==> src/rtl/pipe_control_if.sv <==
// ID-stage instruction/hazard inputs and staged control outputs of pipe_control.
// The master drives the ID fields and br_taken; the slave (pipe_control) drives the rest.
interface pipe_control_if #(
  parameter int unsigned OP_W  = 4,
  parameter int unsigned FN_W  = 4,
  parameter int unsigned RA_W  = 4,
  parameter int unsigned CNT_W = 16
);
  logic             id_valid;
  logic [OP_W-1:0]  id_opCode;
  logic [FN_W-1:0]  id_funCode;
  logic [RA_W-1:0]  id_src1;
  logic [RA_W-1:0]  id_src2;
  logic [RA_W-1:0]  id_dst;
  logic             br_taken;

  logic             pc_write;
  logic             ifid_write;
  logic             ifid_flush;
  logic             id_jump;
  logic [2:0]       ex_aluOp;
  logic             ex_aluSrc;
  logic [1:0]       ex_branch;
  logic [1:0]       mem_read;
  logic [1:0]       mem_write;
  logic             wb_regWrite;
  logic [1:0]       wb_memToReg;
  logic [RA_W-1:0]  wb_dst;
  logic             halted;
  logic [CNT_W-1:0] stall_count;

  modport master (
    output id_valid, id_opCode, id_funCode, id_src1, id_src2, id_dst, br_taken,
    input  pc_write, ifid_write, ifid_flush, id_jump, ex_aluOp, ex_aluSrc, ex_branch,
           mem_read, mem_write, wb_regWrite, wb_memToReg, wb_dst, halted, stall_count
  );

  modport slave (
    input  id_valid, id_opCode, id_funCode, id_src1, id_src2, id_dst, br_taken,
    output pc_write, ifid_write, ifid_flush, id_jump, ex_aluOp, ex_aluSrc, ex_branch,
           mem_read, mem_write, wb_regWrite, wb_memToReg, wb_dst, halted, stall_count
  );
endinterface

==> src/rtl/pipe_control.sv <==
// Pipelined control unit: ID decode, EX/MEM/WB control slices, load-use and
// taken-branch hazard handling, and a halt-drain state machine.
module pipe_control #(
  parameter int unsigned    OP_W    = 4,
  parameter int unsigned    FN_W    = 4,
  parameter int unsigned    RA_W    = 4,
  parameter logic [OP_W-1:0] HALT_OP = '1,
  parameter int unsigned    CNT_W   = 16
) (
  input  logic          clk,
  input  logic          rst,
  pipe_control_if.slave bus
);

  localparam logic [OP_W-1:0] OP_RTYPE = OP_W'(0);
  localparam logic [OP_W-1:0] OP_ANDI  = OP_W'(1);
  localparam logic [OP_W-1:0] OP_ORI   = OP_W'(2);
  localparam logic [OP_W-1:0] OP_BGT   = OP_W'(4);
  localparam logic [OP_W-1:0] OP_BLT   = OP_W'(5);
  localparam logic [OP_W-1:0] OP_BE    = OP_W'(6);
  localparam logic [OP_W-1:0] OP_JMP   = OP_W'(7);
  localparam logic [OP_W-1:0] OP_LBU   = OP_W'(10);
  localparam logic [OP_W-1:0] OP_SB    = OP_W'(11);
  localparam logic [OP_W-1:0] OP_LW    = OP_W'(12);
  localparam logic [OP_W-1:0] OP_SW    = OP_W'(13);

  typedef struct packed {
    logic            rw;
    logic [1:0]      m2r;
    logic [RA_W-1:0] dst;
  } wb_t;

  typedef struct packed {
    logic [1:0] rd;
    logic [1:0] wr;
    wb_t        wb;
  } mem_t;

  typedef struct packed {
    logic [2:0] alu;
    logic       src;
    logic [1:0] br;
    mem_t       mem;
  } ex_t;

  typedef enum logic [1:0] {S_RUN, S_DRAIN, S_HALTED} state_e;

  ex_t              dec;
  ex_t              ex_d, ex_q;
  mem_t             mem_d, mem_q;
  wb_t              wb_d, wb_q;
  state_e           state_d, state_q;
  logic [1:0]       drain_d, drain_q;
  logic             halted_d, halted_q;
  logic [CNT_W-1:0] stall_count_d, stall_count_q;

  logic running, is_jmp, is_halt, load_use, jump_c, flush_c, halt_go, issue;
  logic unused_fn;

  assign unused_fn = ^bus.id_funCode;

  // Instruction decode; destination is carried only when the register file is written.
  always_comb begin
    dec = '0;
    if (bus.id_valid) begin
      case (bus.id_opCode)
        OP_RTYPE: begin dec.alu = bus.id_funCode[2:0]; dec.mem.wb.rw = 1'b1; end
        OP_ANDI:  begin dec.alu = 3'b010; dec.src = 1'b1; dec.mem.wb.rw = 1'b1; end
        OP_ORI:   begin dec.alu = 3'b011; dec.src = 1'b1; dec.mem.wb.rw = 1'b1; end
        OP_LBU:   begin
          dec.src = 1'b1; dec.mem.rd = 2'b01; dec.mem.wb.m2r = 2'b01; dec.mem.wb.rw = 1'b1;
        end
        OP_LW:    begin
          dec.src = 1'b1; dec.mem.rd = 2'b10; dec.mem.wb.m2r = 2'b10; dec.mem.wb.rw = 1'b1;
        end
        OP_SB:    begin dec.src = 1'b1; dec.mem.wr = 2'b01; end
        OP_SW:    begin dec.src = 1'b1; dec.mem.wr = 2'b10; end
        OP_BGT:   begin dec.alu = 3'b001; dec.br = 2'b01; end
        OP_BLT:   begin dec.alu = 3'b001; dec.br = 2'b10; end
        OP_BE:    begin dec.alu = 3'b001; dec.br = 2'b11; end
        default:  dec = '0;
      endcase
    end
    if (dec.mem.wb.rw) dec.mem.wb.dst = bus.id_dst;
  end

  // Hazards: a taken branch overrides everything; a stalled JMP waits in ID.
  always_comb begin
    running  = (state_q == S_RUN);
    is_jmp   = bus.id_valid && (bus.id_opCode == OP_JMP);
    is_halt  = bus.id_valid && (bus.id_opCode == HALT_OP);
    load_use = running && bus.id_valid && !bus.br_taken &&
               (ex_q.mem.rd != 2'b00) && ex_q.mem.wb.rw &&
               ((ex_q.mem.wb.dst == bus.id_src1) || (ex_q.mem.wb.dst == bus.id_src2));
    jump_c   = running && is_jmp && !bus.br_taken && !load_use;
    flush_c  = bus.br_taken || jump_c;
    halt_go  = running && is_halt && !bus.br_taken;
    issue    = running && bus.id_valid && !bus.br_taken && !load_use;
  end

  assign bus.pc_write   = !rst && running && !load_use && !halt_go;
  assign bus.ifid_write = !rst && running && !load_use && !halt_go;
  assign bus.ifid_flush = !rst && flush_c;
  assign bus.id_jump    = !rst && jump_c;

  // Stage shift, halt-drain FSM and saturating stall counter.
  always_comb begin
    ex_d    = issue ? dec : '0;
    mem_d   = ex_q.mem;
    wb_d    = mem_q.wb;
    state_d = state_q;
    drain_d = drain_q;
    case (state_q)
      S_RUN: begin
        if (halt_go) begin
          state_d = S_DRAIN;
          drain_d = 2'd0;
        end
      end
      S_DRAIN: begin
        if (drain_q == 2'd2) state_d = S_HALTED;
        else                 drain_d = drain_q + 2'd1;
      end
      S_HALTED: state_d = S_HALTED;
      default:  state_d = S_RUN;
    endcase
    halted_d      = (state_d == S_HALTED);
    stall_count_d = stall_count_q;
    if ((load_use || flush_c) && (stall_count_q != '1))
      stall_count_d = stall_count_q + CNT_W'(1);
  end

  always_ff @(posedge clk) begin
    if (rst) begin
      ex_q          <= '0;
      mem_q         <= '0;
      wb_q          <= '0;
      state_q       <= S_RUN;
      drain_q       <= 2'd0;
      halted_q      <= 1'b0;
      stall_count_q <= '0;
    end else begin
      ex_q          <= ex_d;
      mem_q         <= mem_d;
      wb_q          <= wb_d;
      state_q       <= state_d;
      drain_q       <= drain_d;
      halted_q      <= halted_d;
      stall_count_q <= stall_count_d;
    end
  end

  assign bus.ex_aluOp    = ex_q.alu;
  assign bus.ex_aluSrc   = ex_q.src;
  assign bus.ex_branch   = ex_q.br;
  assign bus.mem_read    = mem_q.rd;
  assign bus.mem_write   = mem_q.wr;
  assign bus.wb_regWrite = wb_q.rw;
  assign bus.wb_memToReg = wb_q.m2r;
  assign bus.wb_dst      = wb_q.dst;
  assign bus.halted      = halted_q;
  assign bus.stall_count = stall_count_q;

endmodule

==> src/flat_wrapper.sv <==
// flat-port wrapper written by rule: the top's interface ports become plain ports
module pipe_control_flat 
#(
  parameter int unsigned    OP_W    = 4,
  parameter int unsigned    FN_W    = 4,
  parameter int unsigned    RA_W    = 4,
  parameter logic [OP_W-1:0] HALT_OP = '1,
  parameter int unsigned    CNT_W   = 16
)
  (clk, rst, bus_id_valid, bus_id_opCode, bus_id_funCode, bus_id_src1, bus_id_src2, bus_id_dst, bus_br_taken, bus_pc_write, bus_ifid_write, bus_ifid_flush, bus_id_jump, bus_ex_aluOp, bus_ex_aluSrc, bus_ex_branch, bus_mem_read, bus_mem_write, bus_wb_regWrite, bus_wb_memToReg, bus_wb_dst, bus_halted, bus_stall_count);
  pipe_control_if #(.OP_W(OP_W), .FN_W(FN_W), .RA_W(RA_W), .CNT_W(CNT_W)) bus_i ();
  input  logic clk;
  input  logic rst;
  input wire logic [$bits(bus_i.id_valid)-1:0] bus_id_valid;
  input wire logic [$bits(bus_i.id_opCode)-1:0] bus_id_opCode;
  input wire logic [$bits(bus_i.id_funCode)-1:0] bus_id_funCode;
  input wire logic [$bits(bus_i.id_src1)-1:0] bus_id_src1;
  input wire logic [$bits(bus_i.id_src2)-1:0] bus_id_src2;
  input wire logic [$bits(bus_i.id_dst)-1:0] bus_id_dst;
  input wire logic [$bits(bus_i.br_taken)-1:0] bus_br_taken;
  output wire logic [$bits(bus_i.pc_write)-1:0] bus_pc_write;
  output wire logic [$bits(bus_i.ifid_write)-1:0] bus_ifid_write;
  output wire logic [$bits(bus_i.ifid_flush)-1:0] bus_ifid_flush;
  output wire logic [$bits(bus_i.id_jump)-1:0] bus_id_jump;
  output wire logic [$bits(bus_i.ex_aluOp)-1:0] bus_ex_aluOp;
  output wire logic [$bits(bus_i.ex_aluSrc)-1:0] bus_ex_aluSrc;
  output wire logic [$bits(bus_i.ex_branch)-1:0] bus_ex_branch;
  output wire logic [$bits(bus_i.mem_read)-1:0] bus_mem_read;
  output wire logic [$bits(bus_i.mem_write)-1:0] bus_mem_write;
  output wire logic [$bits(bus_i.wb_regWrite)-1:0] bus_wb_regWrite;
  output wire logic [$bits(bus_i.wb_memToReg)-1:0] bus_wb_memToReg;
  output wire logic [$bits(bus_i.wb_dst)-1:0] bus_wb_dst;
  output wire logic [$bits(bus_i.halted)-1:0] bus_halted;
  output wire logic [$bits(bus_i.stall_count)-1:0] bus_stall_count;
  assign bus_i.id_valid = bus_id_valid;
  assign bus_i.id_opCode = bus_id_opCode;
  assign bus_i.id_funCode = bus_id_funCode;
  assign bus_i.id_src1 = bus_id_src1;
  assign bus_i.id_src2 = bus_id_src2;
  assign bus_i.id_dst = bus_id_dst;
  assign bus_i.br_taken = bus_br_taken;
  assign bus_pc_write = bus_i.pc_write;
  assign bus_ifid_write = bus_i.ifid_write;
  assign bus_ifid_flush = bus_i.ifid_flush;
  assign bus_id_jump = bus_i.id_jump;
  assign bus_ex_aluOp = bus_i.ex_aluOp;
  assign bus_ex_aluSrc = bus_i.ex_aluSrc;
  assign bus_ex_branch = bus_i.ex_branch;
  assign bus_mem_read = bus_i.mem_read;
  assign bus_mem_write = bus_i.mem_write;
  assign bus_wb_regWrite = bus_i.wb_regWrite;
  assign bus_wb_memToReg = bus_i.wb_memToReg;
  assign bus_wb_dst = bus_i.wb_dst;
  assign bus_halted = bus_i.halted;
  assign bus_stall_count = bus_i.stall_count;
  pipe_control #(.OP_W(OP_W), .FN_W(FN_W), .RA_W(RA_W), .HALT_OP(HALT_OP), .CNT_W(CNT_W)) u_core (.clk(clk), .rst(rst), .bus(bus_i));
endmodule
==> config.mk <==
export PLATFORM = sky130hd
export DESIGN_NAME = pipe_control_flat
export DESIGN_NICKNAME = d
export VERILOG_FILES = /design/src/rtl/pipe_control_if.sv /design/src/rtl/pipe_control.sv /design/src/flat_wrapper.sv
export SDC_FILE = /design/constraint.sdc
export NUM_CORES = 1
export LEC_CHECK = 0
export ABC_CLOCK_PERIOD_IN_PS = 7380
export CORE_MARGIN = 5
export CORE_UTILIZATION = 35
export CTS_CLUSTER_DIAMETER = 50
export CTS_CLUSTER_SIZE = 16
export DETAILED_ROUTE_END_ITERATION = 10
export GPL_ROUTABILITY_DRIVEN = 0
export SKIP_CTS_REPAIR_TIMING = 1
export SYNTH_ARGS = -nofsm -noshare
export SYNTH_HDL_FRONTEND = slang
export SYNTH_SLANG_ARGS = --single-unit
==> constraint.sdc <==
create_clock -name clk -period 7.38 [get_ports clk]
set_clock_uncertainty 0.15 [all_clocks]
set_input_delay 1.845 -clock clk [delete_from_list [all_inputs] [get_ports clk]]
set_output_delay 1.845 -clock clk [all_outputs]
set_load 0.03 [all_outputs]
# Yosys cells after proc, flatten, opt, wreduce, memory -nomap -nowiden
# Cells that the tools add are included.
totals:
  register_bits: 52
  in_bits: 24
  out_inout_bits: 38
  word_cells: 92
op_classes:
  addsub: 2
  n_eq_ne: 20
  muxes: 14
  n_bitwise: 2
  reduce_logical: 36
ops:
  columns: ["cell", "n"]
  rows:
  - ["4-bit == test (second input constant)", 5]
  - ["1-bit logical AND", 19]
  - ["16-bit by 1-bit adder with 16-bit output (second input constant)", 1]
  - ["4-bit by 3-bit == test with 1-bit output (second input constant)", 4]
  - ["16-bit inequality test (second input constant)", 1]
  - ["2-bit case mux with 2 select lines", 3]
  - ["2-bit case mux with 3 select lines", 2]
  - ["3-bit case mux with 4 select lines", 1]
  - ["4-bit == test", 2]
  - ["2-bit two-way mux", 4]
  - ["7-bit two-way mux", 1]
  - ["2-bit == test (second input constant)", 3]
  - ["3-bit OR reduction", 2]
  - ["6-bit OR reduction", 1]
  - ["5-bit OR reduction", 1]
  - ["4-bit by 1-bit == test with 1-bit output (second input constant)", 1]
  - ["4-bit by 2-bit == test with 1-bit output (second input constant)", 1]
  - ["1-bit logical NOT", 4]
  - ["4-bit logical NOT", 1]
  - ["4-bit two-way mux", 1]
  - ["2-bit inequality test (second input constant)", 2]
  - ["2-bit nonzero test", 2]
  - ["1-bit logical OR", 3]
  - ["3-bit AND reduction", 1]
  - ["6 further kinds", 8]

# Logic depth before layout (Yosys ltp)
# Gate-level depths: netlist of run 1.
logic_depth:
  word_depth: 11
  ltp_mapped: 9
  mapped_depth_nobuf: 7

# Worst setup path after synthesis of run 1
# No wires, ideal clock.
synth_timing:
  path_kind: "input to output"
  startpoint: "in bus_id_valid"
  endpoint: "out bus_id_jump"
  arrival_ns: 3.781
  slack_ns: 1.604
  path_stages: 6
  path_buffers: 1
  cell_sequence: "or3b_1 > or2_4 > or3_1 > clkbuf_1 > or3b_1 > nor2_1"
synth_via:
  elab_chain_cells: 8
  word_cells_on_any_way: 11
synth_lines:
  columns: ["element", "line", "rtl"]
  rows:
  - ["from (decl)", "flat_wrapper.sv:14", "input wire logic [$bits(bus_i.id_valid)-1:0] bus_id_valid;"]
  - ["1-bit logical AND (3 in series)", "pipe_control.sv:92", "load_use = running && bus.id_valid && !bus.br_taken &&"]
  - ["1-bit logical AND (2 in series)", "pipe_control.sv:93", "(ex_q.mem.rd != 2'b00) && ex_q.mem.wb.rw &&"]
  - ["1-bit logical NOT", "pipe_control.sv:95", "jump_c = running && is_jmp && !bus.br_taken && !load_use;"]
  - ["1-bit logical AND *", "pipe_control.sv:95", null]
  - ["1-bit logical AND *", "pipe_control.sv:104", "assign bus.id_jump = !rst && jump_c;"]
  - ["to (decl)", "flat_wrapper.sv:24", "output wire logic [$bits(bus_i.id_jump)-1:0] bus_id_jump;"]
# Mark *: on every way between the ends. The rest lies on a longest branch, timed or not.

# Worst setup path in the final report of run 1
# Ends and elaborated chain as after synthesis.

==> summary.txt, run 1 <==
Worst setup path
  • CP Capture Type: output port
  • Combined buffer and inverter count along the critical path: 2
  • Crit-path cells: clkdlybuf4s50_1 > or3b_1 > or2_4 > or3_1 > or3b_1 > nor2_1 > clkdlybuf4s50_1
  • Crit-path slowest cell: clkdlybuf4s50_1
  • Worst r2r dst: u_core.bus.stall_count[7]$_SDFFE_PP0P_
  • Worst path max stage delay: about 0.7 ns
  • Worst Path Arrival: between 4 and 5 ns
  • FF-to-FF setup slack: 4.68 ns
  • Crit-path max FO: 10
  • Worst path top cell family by delay: simple AND/OR/NAND/NOR gates
  • Worst r2r path cells: 6
  • WS Path Type: in -> out
  • Worst Setup Start Kind: input port
  • R2r startpoint: u_core.state_q[0]$_SDFF_PP0_
  • Req. time, crit path: about 5.4 ns

Global route
  • Global-route wire length before repair: between 7 and 8 mm
  • Pin count of the biggest net entering global routing: 44
  • Gr ovfl total: 0
  • Tot GR Track Use: 0.126
  • Vias in the first global route: 1718
  • Initial antenna violation count: 0

Synth
  • Synth Register Bits: 52
  • Area share of the largest cell type after synthesis: 0.482
  • Area leader, netlist: dfxtp_1
  • Synth area leaders: dfxtp_1, nor2b_1, nor2_1
  • Net count after synthesis: around 260
  • Syn Std Cell Area: roughly 2200 sq um
  • Synth cell types: 40
  • Synth async-reset ratio: 0
  • Syn avg cell area: between 9 and 10 sq um
  • Ys flop type: dfxtp_1
  • Yosys synthesis warning count: 0
  • EDFF count, synth: 0
  • Seq/Total Area, Yosys: 0.482
  • Cells after Synth: 238

Clocking
  • H-tree depth reported by CTS: 2
  • Worst-path clk slew: around 0.090 ns
  • Clock sinks: 52
  • TritonCTS clock tree: yes
  • Skew-Pair Late Insertion Delay: roughly 0.3 ns
  • Worst-case clock buffer depth: 2
  • Root Driver: clkbuf_8
  • TritonCTS buffer count: 5

Layout
  • Non-filler instance count after layout: 362
  • Share of layout cells above drive strength 1: 0.0488
  • Final Util: 0.479
  • Synth-to-layout area growth: 32.3%
  • Fin nets: 312
  • Fillcell total: a little over 600
  • Final Cell Area: about 2900 sq um
  • # diodes: 0

Die
  • Die area: about 8000 sq um
  • Core area: ~6000 sq um
  • Starting utilization of the core area: 0.362
  • FP Rows: 28
  • Die width: roughly 89 microns
  • Die span in y: 88.5 microns
  • Top Ports: 62

Power and ir drop
  • P per Cell Area: 186 nW/um^2
  • Clk network pwr share: 0.372
  • VDD IR max: 0.0000891 V
  • Leakage: 0.995 nW
  • Final Power: approximately 530 uW
  • Sw frac: 0.231
  • Combinational fraction of design power: 0.091
  • Pint: roughly 410 uW
  • Seq pwr share: 0.538
  • Switching Power: 123 uW

Route
  • Drc violations: 0
  • DR vias: around 1800
  • Routed wire length per instance: 12.9 microns
  • Starting DRT DRC Count: 58
  • DR vias/cell: between 4 and 5
  • Drt total wl: between 4 and 5 mm
  • Post-DRT Antenna Nets: 0
  • Drt first pass iters: 4

Placed design
  • Dpl cell area: approximately 2700 sq um
  • Post-DP HPWL: around 3.4 mm
  • Port Buf Inserts: 60
  • Setup WS pre-CTS: 0.701 ns
  • Placed cells: about 350

STA
  • Fin. max-slew vios: 0
  • Hold slack final: around 0.29 ns
  • Post-Route Setup TNS: 0 ns
  • Final WS setup: between 0.7 and 0.8 ns
  • Worst slew margin: 0.520
  • Worst-Margin Slew: slightly above 0.7 ns
  • Final setup vio count: 0
  • Final Hold Viols: 0
  • Fmax: roughly 150 MHz
  • Setup repair after global routing missed its margin: false
  • Period utilization: 0.903
  • Final critical-path required period: roughly 6.7 ns

Min path
  • Min-delay worst type: reg -> reg
  • Hold endpoint: u_core.bus.wb_dst[2]$_SDFF_PP0_
  • Hold Path Depth: 1
  • Worst Min Path Start: u_core.mem_q[2]$_SDFF_PP0_

Run status
  • Outcome: finished clean

Run
  • Max cap viols: 0
routing by layer:
layer	up-vias	part of all wire	routed length, microns	GRT usage
met5	-	0	0	0
met4	0	0.0077	36	0.0371
met3	2	0.064	298	0.0307
met2	48	0.46	2170	0.209
met1	830	0.46	2180	0.163
li1	905	-	-	-
cell type report:
type	count	area, sq um	area share
multi-input combinational	162	982	0.344
clock buffer	5	68.8	0.0241
tap	75	93.8	0.0329
sequential	52	1040	0.365
clock inverter	3	46.3	0.0162
inverter	4	15.0	0.00526
timing repair buffer	61	608	0.213
registers in the layout, summed over array words and instances (netlist names), 3 cells and up:
register,flops
u_core.bus.ex_aluOp,3
u_core.bus.stall_count,16
u_core.bus.wb_dst,4
u_core.ex_q,9
u_core.mem_q,5
kinds of logic (layout without fill, tap and decap cells):
kind of cell / after synthesis / after routing / synth area share
buf+inv: 24 / 73 / 0.0626
mux: 3 / 3 / 0.0151
flops: 52 / 52 / 0.482
compound gates: 34 / 34 / 0.101
simple gates: 111 / 111 / 0.279
xor+xnor: 12 / 12 / 0.0487
fa+ha+maj: 2 / 2 / 0.0116
how the worst max path moves through the flow:
stage / startpoint / to / slack (ns) / depth (start not counted)
6_report: bus_id_valid / bus_id_jump / 0.72 / 7
3_3_place_gp: bus_id_valid / bus_id_jump / 0.72 / 7
4_1_cts: bus_id_valid / bus_id_jump / 0.70 / 7
3_5_place_dp: bus_id_valid / bus_id_jump / 0.70 / 7
5_1_grt: bus_id_valid / bus_id_jump / 0.60 / 7
2_1_floorplan: bus_id_valid / bus_id_jump / 1.60 / 6
synthesized netlist by cell type, types with 2 or more instances:
master,n
nand2b_1,2
a21oi_1,12
o21a_1,2
ha_1,2
and3_1,4
nor2_1,23
or4_1,4
buf_4,10
or3b_1,2
clkbuf_1,8
a31oi_1,2
o22a_1,2
nand2_1,14
or3_1,7
nor3_1,9
o211ai_1,2
nand4_1,6
and2_1,4
nor4_1,2
nor4b_1,2
nor2b_1,21
xor2_1,3
dfxtp_1,52
nand3_1,7
xnor2_1,9
o21ai_0,9
inv_1,4
o31ai_1,2
power groups by stage:
stage                     Combinational [mW]  Clock (mW)  Sequential (mW)
after global routing                  0.0528       0.216            0.287
after CTS                             0.0489       0.205            0.286
after global placement                0.0483           0            0.292
after floorplan                       0.0240           0            0.295
after detailed placement              0.0485           0            0.293
final                                 0.0483       0.198            0.286
cells in the final DEF (no fill, tap or decap), types with 2 or more instances in the layout:
cell type	count
nand3_1	7
or3_1	7
clkdlybuf4s50_1	60
o31ai_1	2
o21ai_0	9
nand2b_1	2
or4_1	4
inv_1	4
o22a_1	2
and2_1	4
nor2_1	23
a21oi_1	12
nand4_1	6
o21a_1	2
nor4b_1	2
nor2b_1	21
and3_1	4
nor3_1	9
xnor2_1	9
a31oi_1	2
dfxtp_1	52
clkbuf_8	5
nand2_1	14
nor4_1	2
or3b_1	2
o211ai_1	2
xor2_1	3
ha_1	2
Note: power is estimated with default switching activity, not from simulation.
==> run 2: changes to the inputs <==
- ABC_AREA: not set -> 1
==> summary.txt, run 2 <==
Run status
  • Outcome: finished clean

STA
  • Fmax: ~160 MHz
  • Post-Route Setup TNS: 0 ns
  • Final Hold Viols: 0
  • Worst slew margin: 0.441
  • Fin. max-slew vios: 0
  • Period utilization: 0.870
  • Final setup vio count: 0
  • Worst-Margin Slew: ~0.84 ns
  • Final critical-path required period: 6.42 ns
  • Setup repair after global routing missed its margin: false

Power and ir drop
  • Clk network pwr share: 0.352
  • Leakage: about 1.4 nW
  • Combinational fraction of design power: 0.141
  • Seq pwr share: 0.508
  • P per Cell Area: between 150 and 200 nW/um^2
  • VDD IR max: approximately 0.00012 V
  • Sw frac: 0.254
  • Switching Power: roughly 150 uW
  • Pint: approximately 430 uW

Die
  • Starting utilization of the core area: 0.358
  • Die width: just over 90 microns
  • FP Rows: 30
  • Core area: 6790 sq um
  • Die area: slightly below 9000 sq um
  • Die span in y: just over 90 microns
  • Top Ports: 62

Synth
  • Area leader, netlist: dfxtp_1
  • Mux cell area share after synthesis: 0
  • Synth cell types: 26
  • Cells after Synth: roughly 350
  • Complex-gate fraction of the synthesized area: 0.0489
  • EDFF count, synth: 0
  • Syn avg cell area: 6.99 sq um
  • Syn Std Cell Area: 2430 sq um
  • Synth area leaders: dfxtp_1, nand2_1, nor2_1
  • Most frequent cell after synthesis: nand2_1
  • Largest family of logic cells by synthesized area: simple AND/OR/NAND/NOR gates
  • Synth cell count leaders: nand2_1, nor2_1, inv_1
  • Net count after synthesis: ~370
  • Synth Register Bits: 52
  • Yosys synthesis warning count: 0
  • Post-Synth Simple-Gate Area: 0.335
  • Seq/Total Area, Yosys: 0.428
  • Post-Synth XOR/XNOR Area: 0.0396
  • Area share of the largest cell type after synthesis: 0.428
  • Adder-Cell Fraction of Synth Area: 0.0103
  • Ys flop type: dfxtp_1
  • Synth async-reset ratio: 0

Global route
  • Tot GR Track Use: 0.120
  • Vias in the first global route: 1989
  • Pin count of the biggest net entering global routing: 25
  • Global-route wire length before repair: roughly 8.5 mm
  • Initial antenna violation count: 0
  • Gr ovfl total: 0

Worst setup path
  • Req. time, crit path: around 5.4 ns
  • Crit-path cells: clkdlybuf4s50_1 > buf_4 > clkinv_1 > nand3_1 > inv_1 > nand3_1 > nor2_1 > clkdlybuf4s50_1
  • WS Path Type: in -> out
  • Worst path max stage delay: between 0.5 and 0.6 ns
  • Crit-path max FO: 24
  • Worst Path Arrival: 4.42 ns
  • CP Capture Type: output port
  • Crit-path slowest cell: clkdlybuf4s50_1
  • Worst Setup Start Kind: input port

Layout
  • Final Util: 0.464
  • Sequential cell area: 1040 sq um
  • Multi-input gate area: 1060 sq um
  • Final Cell Area: 3150 sq um
  • Synth-to-layout area growth: 29.6%
  • # diodes: 0
  • Max reg flops: 16
  • Fin nets: 424
  • Fillcell total: just over 700
  • Most frequent cells in the layout: nand2_1, nor2_1, clkdlybuf4s50_1
  • Commonest non-fill, non-tap cell in the layout: nand2_1
  • Share of layout cells above drive strength 1: 0.0501

Run
  • Max cap viols: 0

Route
  • DR vias/cell: around 4.3
  • Post-DRT Antenna Nets: 0
  • Routed wire length per instance: approximately 10 microns
  • DR vias: about 2100
  • Starting DRT DRC Count: between 70 and 80
  • Drt total wl: ~5.1 mm
  • Drt first pass iters: 4
  • Drc violations: 0

Clocking
  • H-tree depth reported by CTS: 2
  • Skew-Pair Late Insertion Delay: between 0.3 and 0.4 ns
  • Clock sinks: 52
  • TritonCTS clock tree: yes
  • TritonCTS buffer count: 5
  • Root Driver: clkbuf_8
  • Worst-path clk slew: 0.09 ns
  • Worst-case clock buffer depth: 2

Placed design
  • Post-DP HPWL: between 3 and 4 mm
  • Port Buf Inserts: 60
  • Dpl cell area: a little over 3000 sq um

Min path
  • Min-delay worst type: reg -> reg
run 2: cell types whose count changed in the layout (fill, tap and decap cells not counted), moves of 8 or more:
cell / before / now
nand2_1: 14 / 77
nor2b_1: 21 / 0
inv_1: 4 / 54
xnor2_1: 9 / 1
nor2_1: 23 / 71
run 2: path summary, 6_finish.rpt:
kind                                                          endpoint                       start  slack [ns]  cells after the start
worst max-delay path                                       bus_id_jump                         rst        0.96                      8
worst min-delay path                   u_core.bus.wb_dst[3]$_SDFF_PP0_  u_core.mem_q[3]$_SDFF_PP0_        0.25                      2
worst max register to register  u_core.bus.stall_count[9]$_SDFFE_PP0P_   u_core.ex_q[0]$_SDFF_PP0_        5.10                     12
worst min register to register         u_core.bus.wb_dst[3]$_SDFF_PP0_  u_core.mem_q[3]$_SDFF_PP0_        0.25                      2
run 2: power groups by stage:
stage               logic (mW)  clock network, mW  registers (mW)
floorplan               0.0397                  0           0.312
global placement        0.0812                  0           0.302
detailed placement      0.0824                  0           0.302
CTS                     0.0826              0.213           0.296
global route            0.0907              0.224           0.297
finish                  0.0819              0.205           0.295
run 2: logic make-up after synthesis:
logic type	after synthesis
flops	52
xor+xnor	11
buf+inv	73
fa+ha+maj	2
compound gates	22
simple gates	188
run 2: critical path, delay by kind of cell:
kind                   cells  cell delay (ns)
buffers and inverters      5             1.95
and+or+nand+nor            3             0.63
run 2: through the flow:
step                cells  power (mW)  hold slack, ns  setup slack (ns)
floorplan             348       0.352           0.238              1.86
global placement      487       0.383           0.239             0.934
detailed placement    487       0.385           0.242             0.911
CTS                   495       0.592           0.251             0.905
global route          495       0.612           0.271             0.794
finish                495       0.582           0.249             0.962
run 2: area by class of cell:
type / count / share of cell area
multi-input combinational: 223 / 0.335
sequential: 52 / 0.330
timing repair buffer: 61 / 0.193
inverter: 55 / 0.0655
tap: 96 / 0.0381
clock buffer: 6 / 0.0262
clock inverter: 2 / 0.0123
run 2: layer usage:
layer  vias up  part of all wire  global-route usage  wire length [microns]
li1       1143                 -                   -                      -
met1       949              0.46               0.141                   2330
met2        46              0.47               0.205                   2410
met3         2             0.064              0.0410                    325
met4         0            0.0039              0.0330                     20
met5         -                 0                   0                      0
==> run 3: changes to the inputs <==
- CORE_MARGIN: 5 -> 2
==> summary.txt, run 3 (same netlist as run 2, synthesis figures left out) <==
Worst setup path
  • Worst path top cell family by delay: buffers and inverters
  • Req. time, crit path: roughly 5.4 ns
  • Worst path max stage delay: 0.59 ns
  • Worst Setup Start Kind: input port
  • Crit-path max FO: 24
  • Combined buffer and inverter count along the critical path: 5
  • CP Capture Type: output port
  • Crit-path cells: clkdlybuf4s50_1 > buf_4 > clkinv_1 > nand3_1 > inv_1 > nand3_1 > nor2_1 > clkdlybuf4s50_1
  • Worst Path Arrival: approximately 4.4 ns
  • WS Path Type: in -> out
  • Crit-path slowest cell: clkdlybuf4s50_1

Route
  • DR vias: 2154
  • Drc violations: 0
  • DR vias/cell: 4.50
  • Post-DRT Antenna Nets: 0
  • Drt first pass iters: 4
  • Routed wire length per instance: ~10 microns
  • Starting DRT DRC Count: 54
  • Drt total wl: just under 5 mm

Run
  • Max cap viols: 0

Clocking
  • TritonCTS buffer count: 5
  • Worst-path clk slew: between 0.1 and 0.15 ns
  • TritonCTS clock tree: yes
  • Clock sinks: 52
  • Root Driver: clkbuf_8
  • H-tree depth reported by CTS: 2
  • Worst-case clock buffer depth: 2
  • Skew-Pair Late Insertion Delay: between 0.3 and 0.4 ns

Layout
  • # diodes: 0
  • Final Util: 0.460
  • Commonest non-fill, non-tap cell in the layout: nand2_1
  • Fin nets: roughly 420
  • Share of layout cells above drive strength 1: 0.0501
  • Synth-to-layout area growth: 27.8%
  • Non-filler instance count after layout: around 480
  • Max reg flops: 16
  • Most frequent cells in the layout: nand2_1, nor2_1, clkdlybuf4s50_1

Placed design
  • Post-DP HPWL: 3.65 mm
  • Port Buf Inserts: 60
  • Placed cells: ~470

STA
  • Final critical-path required period: roughly 6.4 ns
  • Worst slew margin: 0.478
  • Hold slack final: ~0.26 ns
  • Fmax: approximately 160 MHz
  • Fin. max-slew vios: 0
  • Final Hold Viols: 0
  • Post-Route Setup TNS: 0 ns
  • Final setup vio count: 0
  • Setup repair after global routing missed its margin: false
  • Worst-Margin Slew: approximately 0.78 ns
  • Period utilization: 0.868

Die
  • Die width: around 87 microns
  • Die area: 7630 sq um
  • Core area: between 6000 and 7000 sq um
  • Top Ports: 62
  • Die span in y: between 80 and 90 microns
  • Starting utilization of the core area: 0.360
  • FP Rows: 30

Power and ir drop
  • VDD IR max: 0.000118 V
  • P per Cell Area: roughly 180 nW/um^2
  • Leakage: 1.34 nW
  • Final Power: 557 uW

Min path
  • Min-delay worst type: reg -> reg

Global route
  • Gr ovfl total: 0
  • Initial antenna violation count: 0
  • Pin count of the biggest net entering global routing: 25
  • Vias in the first global route: about 2000
  • Tot GR Track Use: 0.135
  • Global-route wire length before repair: between 8 and 9 mm

Run status
  • Outcome: finished clean
run 3: area by class of cell:
cell class                      instances  area, sq um
Clock buffer                            5         68.8
Inverter                               55          206
Tap cell                               80          100
Multi-Input combinational cell        223         1060
Clock inverter                          3         28.8
Fill cell                             702         3650
Timing Repair Buffer                   61          608
Sequential cell                        52         1040
run 3: path summary, 6_finish.rpt:
check	from	to	slack [ns]	cells past startpoint
hold reg to reg	u_core.mem_q[6]$_SDFF_PP0_	u_core.bus.wb_regWrite$_SDFF_PP0_	0.26	2
setup / recovery	rst	bus_id_jump	0.97	8
setup reg to reg	u_core.ex_q[2]$_SDFF_PP0_	u_core.bus.stall_count[11]$_SDFFE_PP0P_	5.13	12
hold / removal	u_core.mem_q[6]$_SDFF_PP0_	u_core.bus.wb_regWrite$_SDFF_PP0_	0.26	2
run 3: stage by stage:
step,setup slack [ns],area [sq um]
after floorplan,1.86,2430
after global placement,0.926,3010
after detailed placement,0.934,3010
after CTS,0.933,3110
after global routing,0.763,3110
final,0.974,3110
run 3: metal layers:
metal / GRT usage / part of all wire / wire [microns]
met5: 0 / 0 / 0
met4: 0.0503 / 0.017 / 83
met3: 0.0389 / 0.060 / 294
met2: 0.232 / 0.46 / 2270
met1: 0.157 / 0.46 / 2290
run 3: tightest hold or removal path, cell delays in order, from the launching register on:
cell and delay [ns]:
dfxtp_1 0.31, inv_1 0.04, nor2_1 0.03
run 3: report_power, final:
| group | internal [mW] | total [mW] | switching, mW |
|---|---|---|---|
| sequential | 0.288 | 0.296 | 0.00826 |
| clock | 0.0719 | 0.180 | 0.108 |
| combinational | 0.0359 | 0.0815 | 0.0456 |
